## config.mk

```make
export PLATFORM = sky130hd
export DESIGN_NAME = led_status_array
export DESIGN_NICKNAME = d
export VERILOG_FILES = /design/src/rtl/led_status_array.sv
export SDC_FILE = /design/constraint.sdc
export NUM_CORES = 1
export LEC_CHECK = 0
export ABC_AREA = 1
export CAP_MARGIN = 10
export CELL_PAD_IN_SITES_DETAIL_PLACEMENT = 1
export CELL_PAD_IN_SITES_GLOBAL_PLACEMENT = 1
export CORE_UTILIZATION = 46
export CTS_BUF_LIST = sky130_fd_sc_hd__clkbuf_16
export CTS_CLUSTER_DIAMETER = 80
export DETAILED_ROUTE_END_ITERATION = 8
export PLACE_DENSITY_LB_ADDON = 0.1
export SLEW_MARGIN = 15
export SYNTH_ARGS = -nofsm -noshare
export SYNTH_HDL_FRONTEND = slang
export SYNTH_SLANG_ARGS = --single-unit
```

## constraint.sdc

```tcl
create_clock -name clk -period 3.4 [get_ports clk]
set_input_delay 0.34 -clock clk [delete_from_list [all_inputs] [get_ports clk]]
set_output_delay 0.34 -clock clk [all_outputs]
set_load 0.03 [all_outputs]
```

## src/rtl/led_status_array.sv

```systemverilog
// Per-channel self-test result indicator: off until done, steady on for pass,
// and a blink or blink-code pattern for fail. All outputs are registered.
module led_status_array #(
    parameter int CH_NUM      = 4,
    parameter int HALF_PERIOD = 25_000_000,
    parameter int CNT_W       = 25,
    parameter int CODE_W      = 3,
    parameter int PAUSE_TICKS = 4
) (
    input  logic                       clk,
    input  logic                       rst_n,
    input  logic                       clear,
    input  logic [CH_NUM-1:0]          done,
    input  logic [CH_NUM-1:0]          result,
    input  logic [CH_NUM*CODE_W-1:0]   err_code,
    output logic [CH_NUM-1:0]          led,
    output logic                       all_pass,
    output logic                       any_fail
);

    // state   | meaning
    // ST_IDLE | waiting for done, LED off
    // ST_PASS | test passed, LED steady on
    // ST_FAIL | test failed, LED shows blink / blink-code pattern
    typedef enum logic [1:0] {
        ST_IDLE = 2'd0,
        ST_PASS = 2'd1,
        ST_FAIL = 2'd2
    } state_t;

    localparam int S_MAX = 2 * ((1 << CODE_W) - 1) + PAUSE_TICKS;
    localparam int S_W   = $clog2(S_MAX + 1);
    localparam logic [CNT_W-1:0] CNT_LAST = CNT_W'(HALF_PERIOD - 1);

    logic [CH_NUM-1:0] w_led_n;
    logic [CH_NUM-1:0] w_pass_n;
    logic [CH_NUM-1:0] w_fail_n;

    for (genvar g = 0; g < CH_NUM; g++) begin : g_ch
        state_t            r_state, w_state_n;
        logic [CNT_W-1:0]  r_cnt, w_cnt_n;
        logic [S_W-1:0]    r_step, w_step_n;
        logic [S_W-1:0]    w_len;
        logic [S_W-1:0]    w_two_c_n;
        logic [CODE_W-1:0] r_code, w_code_n;

        always_ff @(posedge clk or negedge rst_n) begin
            if (!rst_n) begin
                r_state <= ST_IDLE;
                r_cnt   <= '0;
                r_step  <= '0;
                r_code  <= '0;
            end else begin
                r_state <= w_state_n;
                r_cnt   <= w_cnt_n;
                r_step  <= w_step_n;
                r_code  <= w_code_n;
            end
        end

        always_comb begin
            w_state_n = r_state;
            w_cnt_n   = r_cnt;
            w_step_n  = r_step;
            w_code_n  = r_code;
            // Steps in one burst: plain blink uses two, code N uses N pulses plus the pause
            w_len     = (r_code == '0) ? S_W'(2)
                                       : S_W'({r_code, 1'b0}) + S_W'(PAUSE_TICKS);
            if (clear) begin
                w_state_n = ST_IDLE;
                w_cnt_n   = '0;
                w_step_n  = '0;
                w_code_n  = '0;
            end else begin
                case (r_state)
                    ST_IDLE: begin
                        if (done[g]) begin
                            if (result[g]) begin
                                w_state_n = ST_PASS;
                            end else begin
                                w_state_n = ST_FAIL;
                                w_code_n  = err_code[g*CODE_W +: CODE_W];
                                w_cnt_n   = '0;
                                w_step_n  = '0;
                            end
                        end
                    end
                    ST_PASS: begin
                        w_state_n = ST_PASS;
                    end
                    ST_FAIL: begin
                        if (r_cnt == CNT_LAST) begin
                            w_cnt_n  = '0;
                            w_step_n = (r_step == w_len - S_W'(1)) ? '0 : r_step + S_W'(1);
                        end else begin
                            w_cnt_n  = r_cnt + CNT_W'(1);
                        end
                    end
                    default: begin
                        w_state_n = ST_IDLE;
                    end
                endcase
            end
            w_two_c_n = S_W'({w_code_n, 1'b0});
        end

        // LED is registered from the next-state values so it follows done by one cycle
        assign w_led_n[g]  = (w_state_n == ST_PASS) |
                             ((w_state_n == ST_FAIL) & ~w_step_n[0] &
                              ((w_code_n == '0) | (w_step_n < w_two_c_n)));
        assign w_pass_n[g] = (w_state_n == ST_PASS);
        assign w_fail_n[g] = (w_state_n == ST_FAIL);
    end

    always_ff @(posedge clk or negedge rst_n) begin
        if (!rst_n) begin
            led      <= '0;
            all_pass <= 1'b0;
            any_fail <= 1'b0;
        end else begin
            led      <= w_led_n;
            all_pass <= &w_pass_n;
            any_fail <= |w_fail_n;
        end
    end

endmodule

```

==> impl_metrics.env <==
export IMPL_grt_max_degree=72
export IMPL_cts_tree="yes"
export IMPL_synth_area_per_cell_sq_um=7.127
export IMPL_clock_sinks=146
export IMPL_vias_per_cell=5.405
export IMPL_htree_num_levels=4
export IMPL_num_antenna_cells=0
export IMPL_cts_made_buffers=17
export IMPL_grt_first_pass_wirelength_um=45880
export IMPL_setup_ws_ns=0.6186
export IMPL_fmax_ghz=0.3595
export IMPL_tightest_slew_ns=0.7045
export IMPL_synthMostInstantiatedCell="nand2_1"
export IMPL_post_synth_mux_area_share=0
export IMPL_die_area_sq_um=21030
export IMPL_netlist_area_sq_um=9408
export IMPL_post_place_ws_ns=0.4416
export IMPL_synthDistinctLibCells=57
export IMPL_post_cts_buffers=0
export IMPL_rsz0062_at_grt="false"
export IMPL_r2r_end="led[2]"
export IMPL_synth_common_cells="305 x nand2_1, 194 x inv_1, 182 x nor2_1, 146 x dfrtp_1, 83 x a21oi_1"
export IMPL_dp_hpwl_um=19800
export IMPL_crit_required_ns=3.76
export IMPL_clkTransAtPathRegs_ns=0.06
export IMPL_slew_headroom=0.5303
export IMPL_drc_errors=0
export IMPL_critPathKind="reg2reg"
export IMPL_synth_xor_area_frac=0.01769
export IMPL_arrival_ns=3.14
export IMPL_reg2regPathDepth=15
export IMPL_ctsHoldBuffers=1
export IMPL_cellPowerDensity_nw_per_um2=418.7
export IMPL_status="finished clean"
export IMPL_synthTopCellsByArea="dfrtp_1 39%, nand2_1 12%, inv_1 7.7%"
export IMPL_syn_to_final_growth_pct=13.41
export IMPL_p_leak_nw=4.817
export IMPL_synth_top_area_frac=0.3883
export IMPL_synth_top_family_by_area="simple AND/OR/NAND/NOR gates"
export IMPL_drt_pass1_iter_count=5
export IMPL_crit_path_start_kind="flip-flop"
export IMPL_critPathCaptureType="flip-flop"
export IMPL_final_antenna_net_count=0
export IMPL_insertion_delay_ns=0.43
export IMPL_drive_gt1_frac=0.08218
export IMPL_io_buffers=28
export IMPL_setup_tns_ns=0
export IMPL_period_share=0.8181
export IMPL_start_util=0.4756
export IMPL_die_w_um=145.0
export IMPL_ctsLongestPathBuffers=2
export IMPL_vias=8865
export IMPL_yosysWarningCount=0
export IMPL_hold_path_class="in2async"
export IMPL_cp_max_fo=7
export IMPL_irDropWorstVdd_uv=332.2
export IMPL_io_pins=29
export IMPL_maxSlewViolCount=0
export IMPL_nNetsFinal=1409
export IMPL_grt_pass1_vias=9657
export IMPL_hold_slack_ns=0.4920
export IMPL_synthCells=1320
export IMPL_seq_area_frac_synth=0.3883
export IMPL_antenna_found_initial=1
export IMPL_hold_viol=0
export IMPL_cts_root_buf="clkbuf_16"
export IMPL_cts_resized=0
export IMPL_synth_net_count=1367
export IMPL_min_period_ns=2.781
export IMPL_place_congestion=0.8530
export IMPL_synth_edff_count=0
export IMPL_core_sq_um=19780
export IMPL_drt_initial_drc_count=375
export IMPL_gr_total_overflow=0
export IMPL_ys_flop_type="dfrtp_1"
export IMPL_skew_ns=0.01083
export IMPL_r2r_setup_slack_ns=0.62
export IMPL_totalWireLength_um=26310
export IMPL_yosys_area_top_type="dfrtp_1"
export IMPL_reg2reg_from="g_ch[2].r_cnt[0]"
export IMPL_synthAdderAreaFrac=0.03192
export IMPL_die_h_um=145.0
export IMPL_synth_compound_area_frac=0.1362
export IMPL_setup_violations_final=0
export IMPL_async_flop_share=1.000
export IMPL_grt_usage=0.2663
export IMPL_ys_ff_latch=146
export IMPL_synth_simple_area_share=0.3352
export IMPL_row_count=51
export IMPL_maxCapViolCount=0
export IMPL_post_drt_wl_per_cell_um=16.04
-- worst max-delay path, stage by stage (launching register included) --
cell and delay (ns):
dfrtp_1 0.38, ha_1 0.21, nand3_1 0.18, nor2_1 0.23, nand3_1 0.15, nor2_4 0.23, nand4_1 0.14, xor2_1 0.16
nand3_1 0.09, a221oi_1 0.36, ha_1 0.30, nand2_1 0.07, nand2_1 0.05, nand2_1 0.06, nand2_1 0.05, nand2_1 0.05
-- cell usage in the layout, fill, tap and decap left out, drive strengths merged, types with 24 or more instances in the layout --
master,count
nand2,318
inv,213
nor2,201
dfrtp,146
a21oi,88
nand3,79
o21ai,57
nor3,51
clkdlybuf4s50,27
ha,24
-- final cells by class --
type | count | area (sq um)
inverter | 209 | 787.0
tap | 265 | 331.6
sequential | 146 | 3654
clock inverter | 15 | 198.9
clock buffer | 17 | 425.4
fill | 2593 | 9112
timing repair buffer | 38 | 371.6
multi-input combinational | 950 | 4901
-- per-stage QoR --
step	std cells	instance area, sq um	total power, mW	util
finish	1640	10670	4.467	0.5393
global route	1640	10670	4.649	0.5393
CTS	1640	10670	4.500	0.5393
detailed placement	1607	10030	2.440	0.5073
global placement	1607	10030	2.419	0.5073
floorplan	1320	9408	2.224	-
-- where the power goes --
part           internal, mW  total (mW)  switching (mW)
registers              1.78        1.83          0.0542
clock network          1.29        2.06           0.772
logic                 0.193       0.575           0.382
total                  3.26        4.47            1.21
-- cells by family (layout without fill, tap and decap cells) --
| group | Yosys count | count (layout) |
|---|---|---|
| XOR/XNOR | 19 | 19 |
| buffers and inverters | 224 | 279 |
| flip-flops | 146 | 146 |
| AO/OA/AOI/OAI | 214 | 214 |
| adder cells (fa/ha/maj) | 24 | 24 |
| AND/OR/NAND/NOR | 693 | 693 |
-- state kept, by name, summed over array words and instances (netlist names) --
| register | count |
|---|---|
| g_ch.r_code | 12 |
| g_ch.r_step | 20 |
| g_ch.r_state | 8 |
| g_ch.r_cnt | 100 |
| led | 4 |
| all_pass | 1 |
| any_fail | 1 |
-- metal layers --
| layer | wire [um] | vias up | global-route usage | part of all wire |
|---|---|---|---|---|
| li1 | - | 4377 | - | - |
| met1 | 11610 | 4348 | 0.3177 | 0.44 |
| met2 | 13550 | 88 | 0.4841 | 0.52 |
| met3 | 551 | 50 | 0.03774 | 0.021 |
| met4 | 583 | 2 | 0.09468 | 0.022 |
| met5 | 13 | - | 0 | 0.00049 |
-- how the worst max path moves through the flow --
stage / start / endpoint / slack [ns] / cells after the start
2_1_floorplan: g_ch[3].r_code[1] / led[3] / 1.01 / 21
3_3_place_gp: clear / g_ch[3].r_cnt[15] / 0.61 / 10
3_5_place_dp: clear / g_ch[3].r_cnt[15] / 0.44 / 10
4_1_cts: g_ch[1].r_cnt[0] / led[1] / 0.64 / 17
5_1_grt: g_ch[0].r_code[1] / led[0] / 0.29 / 23
6_report: g_ch[2].r_cnt[0] / led[2] / 0.62 / 15
Note: power is estimated with default switching activity, not from simulation.
